==> src/rtl/fibre_a_responder.sv <==
// rtl/fibre_a_responder.sv - double-banked fibre store with fixed-latency read port
//
// Ports:
//   clk, rst            rising-edge clock, asynchronous active-low reset
//   wr_valid/wr_ready   load beat handshake into the shadow bank
//   wr_data, wr_last    spike vector for the next shadow entry, final beat flag
//   fibre_a_addr        read address, sampled when fibre_a_read_en is high
//   fibre_a_read_en     read request, at most one per cycle, never stalled
//   fibre_a_data        response data (zero unless a valid in-range response)
//   fibre_a_valid       single-cycle response strobe, READ_LATENCY after request
//   fibre_len           number of entries in the active bank
//   bank_ready          active bank holds a loaded fibre
//   addr_error          marks a response to an out-of-range or premature read

module fibre_a_responder #(
    parameter int TIMESTEPS    = 4,
    parameter int ADDR_WIDTH   = 8,
    parameter int READ_LATENCY = 2
) (
    input  logic                  clk,
    input  logic                  rst,
    input  logic                  wr_valid,
    output logic                  wr_ready,
    input  logic [TIMESTEPS-1:0]  wr_data,
    input  logic                  wr_last,
    input  logic [ADDR_WIDTH-1:0] fibre_a_addr,
    input  logic                  fibre_a_read_en,
    output logic [TIMESTEPS-1:0]  fibre_a_data,
    output logic                  fibre_a_valid,
    output logic [ADDR_WIDTH:0]   fibre_len,
    output logic                  bank_ready,
    output logic                  addr_error
);

    localparam int DEPTH = 1 << ADDR_WIDTH;
    localparam logic [ADDR_WIDTH:0] PTR_ONE  = {{ADDR_WIDTH{1'b0}}, 1'b1};
    localparam logic [ADDR_WIDTH:0] LAST_IDX = {1'b0, {ADDR_WIDTH{1'b1}}};

    typedef enum logic [1:0] {
        IDLE = 2'd0,
        FILL = 2'd1,
        SWAP = 2'd2
    } state_t;

    state_t                state;
    logic [ADDR_WIDTH:0]   wptr;
    logic                  act_sel;
    logic                  wr_fire;

    // Both banks live in one array; the top address bit selects the bank.
    logic [TIMESTEPS-1:0]  mem [2*DEPTH];

    assign wr_fire = wr_valid & wr_ready;

    // Load FSM. wr_ready is registered so it stays low throughout reset and
    // rises on the first edge after release.
    always_ff @(posedge clk or negedge rst) begin
        if (!rst) begin
            state      <= IDLE;
            wptr       <= '0;
            act_sel    <= 1'b0;
            fibre_len  <= '0;
            bank_ready <= 1'b0;
            wr_ready   <= 1'b0;
        end else begin
            case (state)
                IDLE: begin
                    wr_ready <= 1'b1;
                    if (wr_fire) begin
                        wptr <= PTR_ONE;
                        if (wr_last) begin
                            state    <= SWAP;
                            wr_ready <= 1'b0;
                        end else begin
                            state <= FILL;
                        end
                    end
                end
                FILL: begin
                    if (wr_fire) begin
                        wptr <= wptr + PTR_ONE;
                        // A beat landing on the last address closes the fibre.
                        if (wr_last || (wptr == LAST_IDX)) begin
                            state    <= SWAP;
                            wr_ready <= 1'b0;
                        end
                    end
                end
                SWAP: begin
                    act_sel    <= ~act_sel;
                    fibre_len  <= wptr;
                    bank_ready <= 1'b1;
                    wptr       <= '0;
                    wr_ready   <= 1'b1;
                    state      <= IDLE;
                end
                default: begin
                    state    <= IDLE;
                    wr_ready <= 1'b0;
                end
            endcase
        end
    end

    // Writes only ever target the shadow bank.
    always_ff @(posedge clk) begin
        if (wr_fire) begin
            mem[{~act_sel, wptr[ADDR_WIDTH-1:0]}] <= wr_data;
        end
    end

    logic                 rd_ok;
    logic [TIMESTEPS-1:0] rd_word;

    // act_sel and fibre_len only change at the end of SWAP, so a read in the
    // SWAP cycle still sees the old bank.
    assign rd_ok   = bank_ready && ({1'b0, fibre_a_addr} < fibre_len);
    assign rd_word = mem[{act_sel, fibre_a_addr}];

    logic [READ_LATENCY-1:0] vld_pipe;
    logic [READ_LATENCY-1:0] err_pipe;
    logic [TIMESTEPS-1:0]    dat_pipe [READ_LATENCY];

    always_ff @(posedge clk or negedge rst) begin
        if (!rst) begin
            vld_pipe <= '0;
            err_pipe <= '0;
            for (int i = 0; i < READ_LATENCY; i++) begin
                dat_pipe[i] <= '0;
            end
        end else begin
            vld_pipe[0] <= fibre_a_read_en;
            err_pipe[0] <= fibre_a_read_en & ~rd_ok;
            dat_pipe[0] <= (fibre_a_read_en && rd_ok) ? rd_word : '0;
            for (int i = 1; i < READ_LATENCY; i++) begin
                vld_pipe[i] <= vld_pipe[i-1];
                err_pipe[i] <= err_pipe[i-1];
                dat_pipe[i] <= dat_pipe[i-1];
            end
        end
    end

    assign fibre_a_valid = vld_pipe[READ_LATENCY-1];
    assign addr_error    = err_pipe[READ_LATENCY-1];
    assign fibre_a_data  = dat_pipe[READ_LATENCY-1];

endmodule

==> config.mk <==
export PLATFORM = sky130hd
export DESIGN_NAME = fibre_a_responder
export DESIGN_NICKNAME = d
export VERILOG_FILES = /design/src/rtl/fibre_a_responder.sv
export SDC_FILE = /design/constraint.sdc
export NUM_CORES = 2
export LEC_CHECK = 0
export BUFFER_PORTS_ARGS = -buffer_cell sky130_fd_sc_hd__buf_2
export CAP_MARGIN = 20
export CORE_ASPECT_RATIO = 1.2
export CORE_UTILIZATION = 30
export CTS_CLUSTER_DIAMETER = 80
export CTS_CLUSTER_SIZE = 25
export DETAILED_ROUTE_END_ITERATION = 12
export PLACE_DENSITY = 0.48
export SYNTH_ARGS = -nofsm -noshare
export SYNTH_HDL_FRONTEND = slang
export SYNTH_SLANG_ARGS = --single-unit
==> constraint.sdc <==
create_clock -name clk -period 5.25 [get_ports clk]
set_input_delay 0.525 -clock clk [delete_from_list [all_inputs] [get_ports clk]]
set_output_delay 0.525 -clock clk [all_outputs]
set_load 0.005 [all_outputs]
---- After elaboration in Yosys (flattened, before gate mapping) ----
Memory sizes are Yosys's and may differ from the RTL's.
Index checks and enable logic that the tools add are counted.
operators by class
  bitwise operators ....................... 4
  add/sub/neg operators ................... 1
  mux-type cells .......................... 16
  equality and inequality tests ........... 6
  $lt $le $gt $ge ......................... 1
  reductions and logical operators ........ 8
operators by type and width
  cell                                            number
  case mux 9 bit (3 select lines)                 1
  two-way mux 9 bit                               2
  adder 9 x 1 -> 9 bit (second input constant)    1
  == test 9 x 8 -> 1 bit (second input constant)  1
  < comparator 8 x 9 -> 1 bit                     1
  two-way mux 2 bit                               4
  two-way mux 1 bit                               6
  != test 2 bit (second input constant)           3
  AND reduction 3 bit                             2
  two-way mux 4 bit                               1
  case mux 2 bit (2 select lines)                 1
  case mux 1 bit (3 select lines)                 1
  nonzero test 3 bit                              1
  bitwise AND 1 bit                               2
  == test 2 x 1 -> 1 bit (second input constant)  1
  == test 2 bit (second input constant)           1
  logical AND 1 bit                               2
  logical NOT 2 bit                               1
  inverter 1 bit                                  2
  AND reduction 2 bit                             1
  logical OR 1 bit                                1
word-level totals
  RAM bits ................................ 2,048
  output and inout port bits .............. 17
  register bits ........................... 35
  memories ................................ 1
memory list
  name  words  bits a word  read ports  clocked after memory_dff  write ports  line  source
  mem   512    4            1           0                         1            51    logic [TIMESTEPS-1:0] mem [2*DEPTH];

---- Depth between registers and ports, before layout ----
  word-level depth ........................ 5
  depth in mapped cells ................... 14

---- Worst setup path after synthesis ----
OpenSTA, ideal clock, no wires.
  path type ............................... input to register
  start point ............................. input port fibre_a_addr[0]
  end point ............................... register dat_pipe[6] in the netlist's numbering
  arrival ................................. 2.539 ns
  path slack .............................. 2.570 ns
  required time ........................... 5.108 ns
  cell stages on the path ................. 10
  path through ............................ buf_6 > buf_12 > buf_8 > buf_8 > mux4_1 > mux4_2 > a21oi_1 > nand3_1 > a22oi_1 > o221ai_1
between the ends
  longest elaborated chain between the ends .. 4
ends and longest elaborated chain
  what                                                               line  source
  start, declared                                                    26    input logic [ADDR_WIDTH-1:0] fibre_a_addr,
  branches (longest 3 deep; another with memory read (512 x 4 bit))  -
  two-way mux 4 bit (*)                                              134   dat_pipe[0] <= (fibre_a_read_en && rd_ok) ? rd_word : '0;
  end signal, assigned by index                                      138   dat_pipe[i] <= dat_pipe[i-1];
  end, declared                                                      122   logic [TIMESTEPS-1:0] dat_pipe [READ_LATENCY];
Every way passes the cells marked *.
A chain may end at the register's enable or synchronous reset.

---- Worst setup path after layout ----
Ends and elaborated chain as after synthesis.

==> results_dict.tcl <==
set metrics [dict create \
    clkTransAtPathRegs_ns 0.10 \
    grt_start_max_net_pins 195 \
    clockBufferDepth 3 \
    p_leak_nw 28.2 \
    worst_slew_pin_slew_ns 1.23 \
    yosys.area.top_type "edfxtp_1" \
    setup.worst_path.class "in2reg" \
    clkPwrFrac_pct 32.9 \
    drv_slew 0 \
    cts_resized 0 \
    met3_length_um 11700 \
    drc_errors 0 \
    synth_edf_count 2048 \
    end_kind "flop" \
    ir_worst_vdd_mv 0.251 \
    pin_count 34 \
    drtIter0Drc 4360 \
    synthCells 4420 \
    relSlewSlack_pct 18.2 \
    start_util_pct 30.1 \
    finalHoldViolations 0 \
    crit_path_start_kind "input port" \
    dpl-instance-area_sq_um 88200 \
    layout-drive-gt1-share_pct 17.2 \
    drt-total-wl_um 252000 \
    final-setup-viol-count 0 \
    rsz0062_at_grt "no" \
    slowest_stage "a2111oi_1" \
    cts_buffers 108 \
    required_ns 5.88 \
    syn2layout_area_growth_pct 9.78 \
    grt_pass1_vias 44100 \
    portBuffers 33 \
    synth_top_area_share_pct 73.5 \
    clk_latency_ns 0.78 \
    grt_pass1_wl_um 354000 \
    synth-async-reset-ratio_pct 1.68 \
    switching_share_pct 23.9 \
    yosysSeqAreaShare_pct 74.5 \
    wire_per_inst_um 31.0 \
    vias_per_cell 5.27 \
    pwr-share-seq_pct 59.1 \
    holdWs_ns 0.213 \
    postCtsSetupRepairBufs 0 \
    first_pass_iters 5 \
    netlist_area_sq_um 83700 \
    place_congestion 0.805 \
    post-route-util_pct 33.1 \
    num_vias 42800 \
    powerDensity_nw_per_um2 338 \
    worst_path_most_repeated_cell "buf_4" \
    hp-class "in2reg" \
    run_status "finished clean" \
    overflow 0 \
    synth_nets 4452 \
    antenna_found_initial 8 \
    clock-root-buffer "clkbuf_16" \
    ys_warn_count 0 \
    antenna_left 0 \
    wl_met1_um 105000 \
    grt_use_total_pct 17.6 \
    period_share_pct 67.9 \
    routed.top_layer "met4" \
    route.met2.wl_um 127000 \
    cts_tree "yes" \
    fill_cells 26200 \
    final_cell_area_sq_um 91900 \
    design.core.area_sq_um 278000 \
    final.setup.tns_ns 0 \
    synth_area_leaders "edfxtp_1 (73%), mux4_2 (9.4%), mux2i_1 (3.6%)" \
    die_w_um 484 \
    die-area_sq_um 281000 \
    yosysUniqueCellTypes 77 \
    synth_area_per_cell_sq_um 18.9 \
    clock_sinks 2083 \
    fmax_mhz 281 \
    fin_worst_skew_ns 0.0421 \
    nets 4458 \
    ys_ff_latch 2083 \
    power_frac_comb_pct 7.9 \
    die_height_um 581 \
    p_sw_mw 7.43 \
    intPower_mw 23.6 \
    totalPowerFinal_mw 31.0 \
    fin_crit_ns 3.57 \
    cp.arrival_ns 4.19 \
    rows 212 \
    cp_max_fo 57 \
    dp_hpwl_um 155000 \
    path_cells "buf_8, buf_12, buf_4, mux4_1, mux2i_1, nor3_1, a2111oi_1, buf_4, a2111oi_2, a22oi_1, o221ai_1" \
    worst_path_largest_cell_delay_ns 0.78 \
    h-tree-depth 3 \
    synth_flop_cell "edfxtp_1" \
    hold_buffers 3 \
    drv_cap 0 \
]
## final timing paths
kind                            startpoint     endpoint  slack [ns]  cells after the start
setup / recovery           fibre_a_addr[0]  dat_pipe[6]        1.68                     11
hold / removal                  wr_data[2]  mem[194][2]        0.21                      1
setup reg to reg                   act_sel   mem[72][1]        1.89                      4
hold reg to reg                err_pipe[0]  err_pipe[1]        0.37                      0
max in group asynchronous              rst      wptr[6]        4.36                      3
min in group asynchronous              rst  vld_pipe[0]        0.41                      3
## per-layer routing
layer  vias up  GRT usage (%)
met4         0           5.56
met5         -              0
met3       293           1.81
li1      17900              -
met1     23400           23.2
met2      1236           30.4
## cells in the mapped netlist (6+ instances only)
library cell	instances
mux4_2	350
nor2_1	553
inv_1	20
a22oi_1	50
a221oi_1	104
buf_6	35
a21oi_1	55
nor4_1	9
buf_4	26
a221o_1	18
dfrtp_1	35
edfxtp_1	2048
buf_2	47
nand2_1	122
buf_1	10
nand3_1	46
o211ai_1	9
o21ai_0	83
and3_1	7
nor2b_1	20
ha_1	15
a31oi_1	19
nand4_1	11
mux2_2	19
clkbuf_1	145
o31ai_1	10
clkbuf_8	12
mux2i_1	298
mux4_1	46
buf_8	26
nand2b_1	14
and2_1	7
a211oi_1	15
nor3_1	35
o22ai_1	6
## layout by cell type (no fill, tap or decap), types with 13 or more instances in the layout
master	n
edfxtp_1	2048
nor2_1	550
mux4_2	350
mux2i_1	298
buf_4	137
clkbuf_16	110
nand2_1	106
a221oi_1	104
o21ai_0	83
a21oi_1	55
a22oi_1	50
mux4_1	46
nand3_1	46
nor3_1	35
dfrtp_1	34
buf_12	29
buf_2	24
inv_1	19
mux2_2	19
a31oi_1	19
a221o_1	18
nor2b_1	16
nand2_4	16
a211oi_1	15
ha_1	15
nand2b_1	14
bufinv_16	13
## sequential cells by signal, indices dropped and copies added, names as in the netlist
| signal | flops |
|---|---|
| act_sel | 1 |
| bank_ready | 1 |
| dat_pipe | 4 |
| err_pipe | 2 |
| fibre_a_data | 4 |
| fibre_len | 9 |
| mem | 2048 |
| state | 2 |
| vld_pipe | 2 |
| wptr | 9 |
| wr_ready | 1 |
## logic make-up after synthesis
group,Yosys count,synth area share (%)
adder cells (fa/ha/maj),15,0.224
buffers and inverters,329,2.57
multiplexers,713,14.7
AND/OR/NAND/NOR,841,4.17
AO/OA/AOI/OAI,438,3.83
flip-flops,2083,74.5
XOR/XNOR,1,0.0105
## power groups by stage
stage               logic (mW)  clock network, mW  registers (mW)
floorplan                 1.23                  0            18.7
detailed placement        2.47                  0            18.7
global route              2.56               10.9            18.4
CTS                       2.48               10.4            18.4
finish                    2.46               10.2            18.4
global placement          2.46                  0            18.7
## layout make-up
cell class	instances	area (sq um)	share of cell area, %
Sequential cell	2083	62400	67.9
Multi-Input combinational cell	2008	19300	21.0
Tap cell	3638	4550	4.95
Clock buffer	113	2760	3.01
Timing Repair Buffer	202	1890	2.05
Clock inverter	65	876	0.953
Inverter	23	93.8	0.102
Antenna cell	2	5.00	0.00545
## stage by stage
stage | worst slack (ns) | cells
after floorplan | 2.57 | 4420
after global placement | 0.867 | 7950
after detailed placement | 0.871 | 7951
after CTS | 1.70 | 8132
after global routing | 1.56 | 8133
final | 1.68 | 8134
## worst max-delay path, delay by kind of cell
family,cells,cell delay (ns)
compound gates,4,1.27
buf+inv,4,1.46
mux,2,0.71
simple gates,1,0.08
No activity file was read; power rests on OpenSTA's default activity.
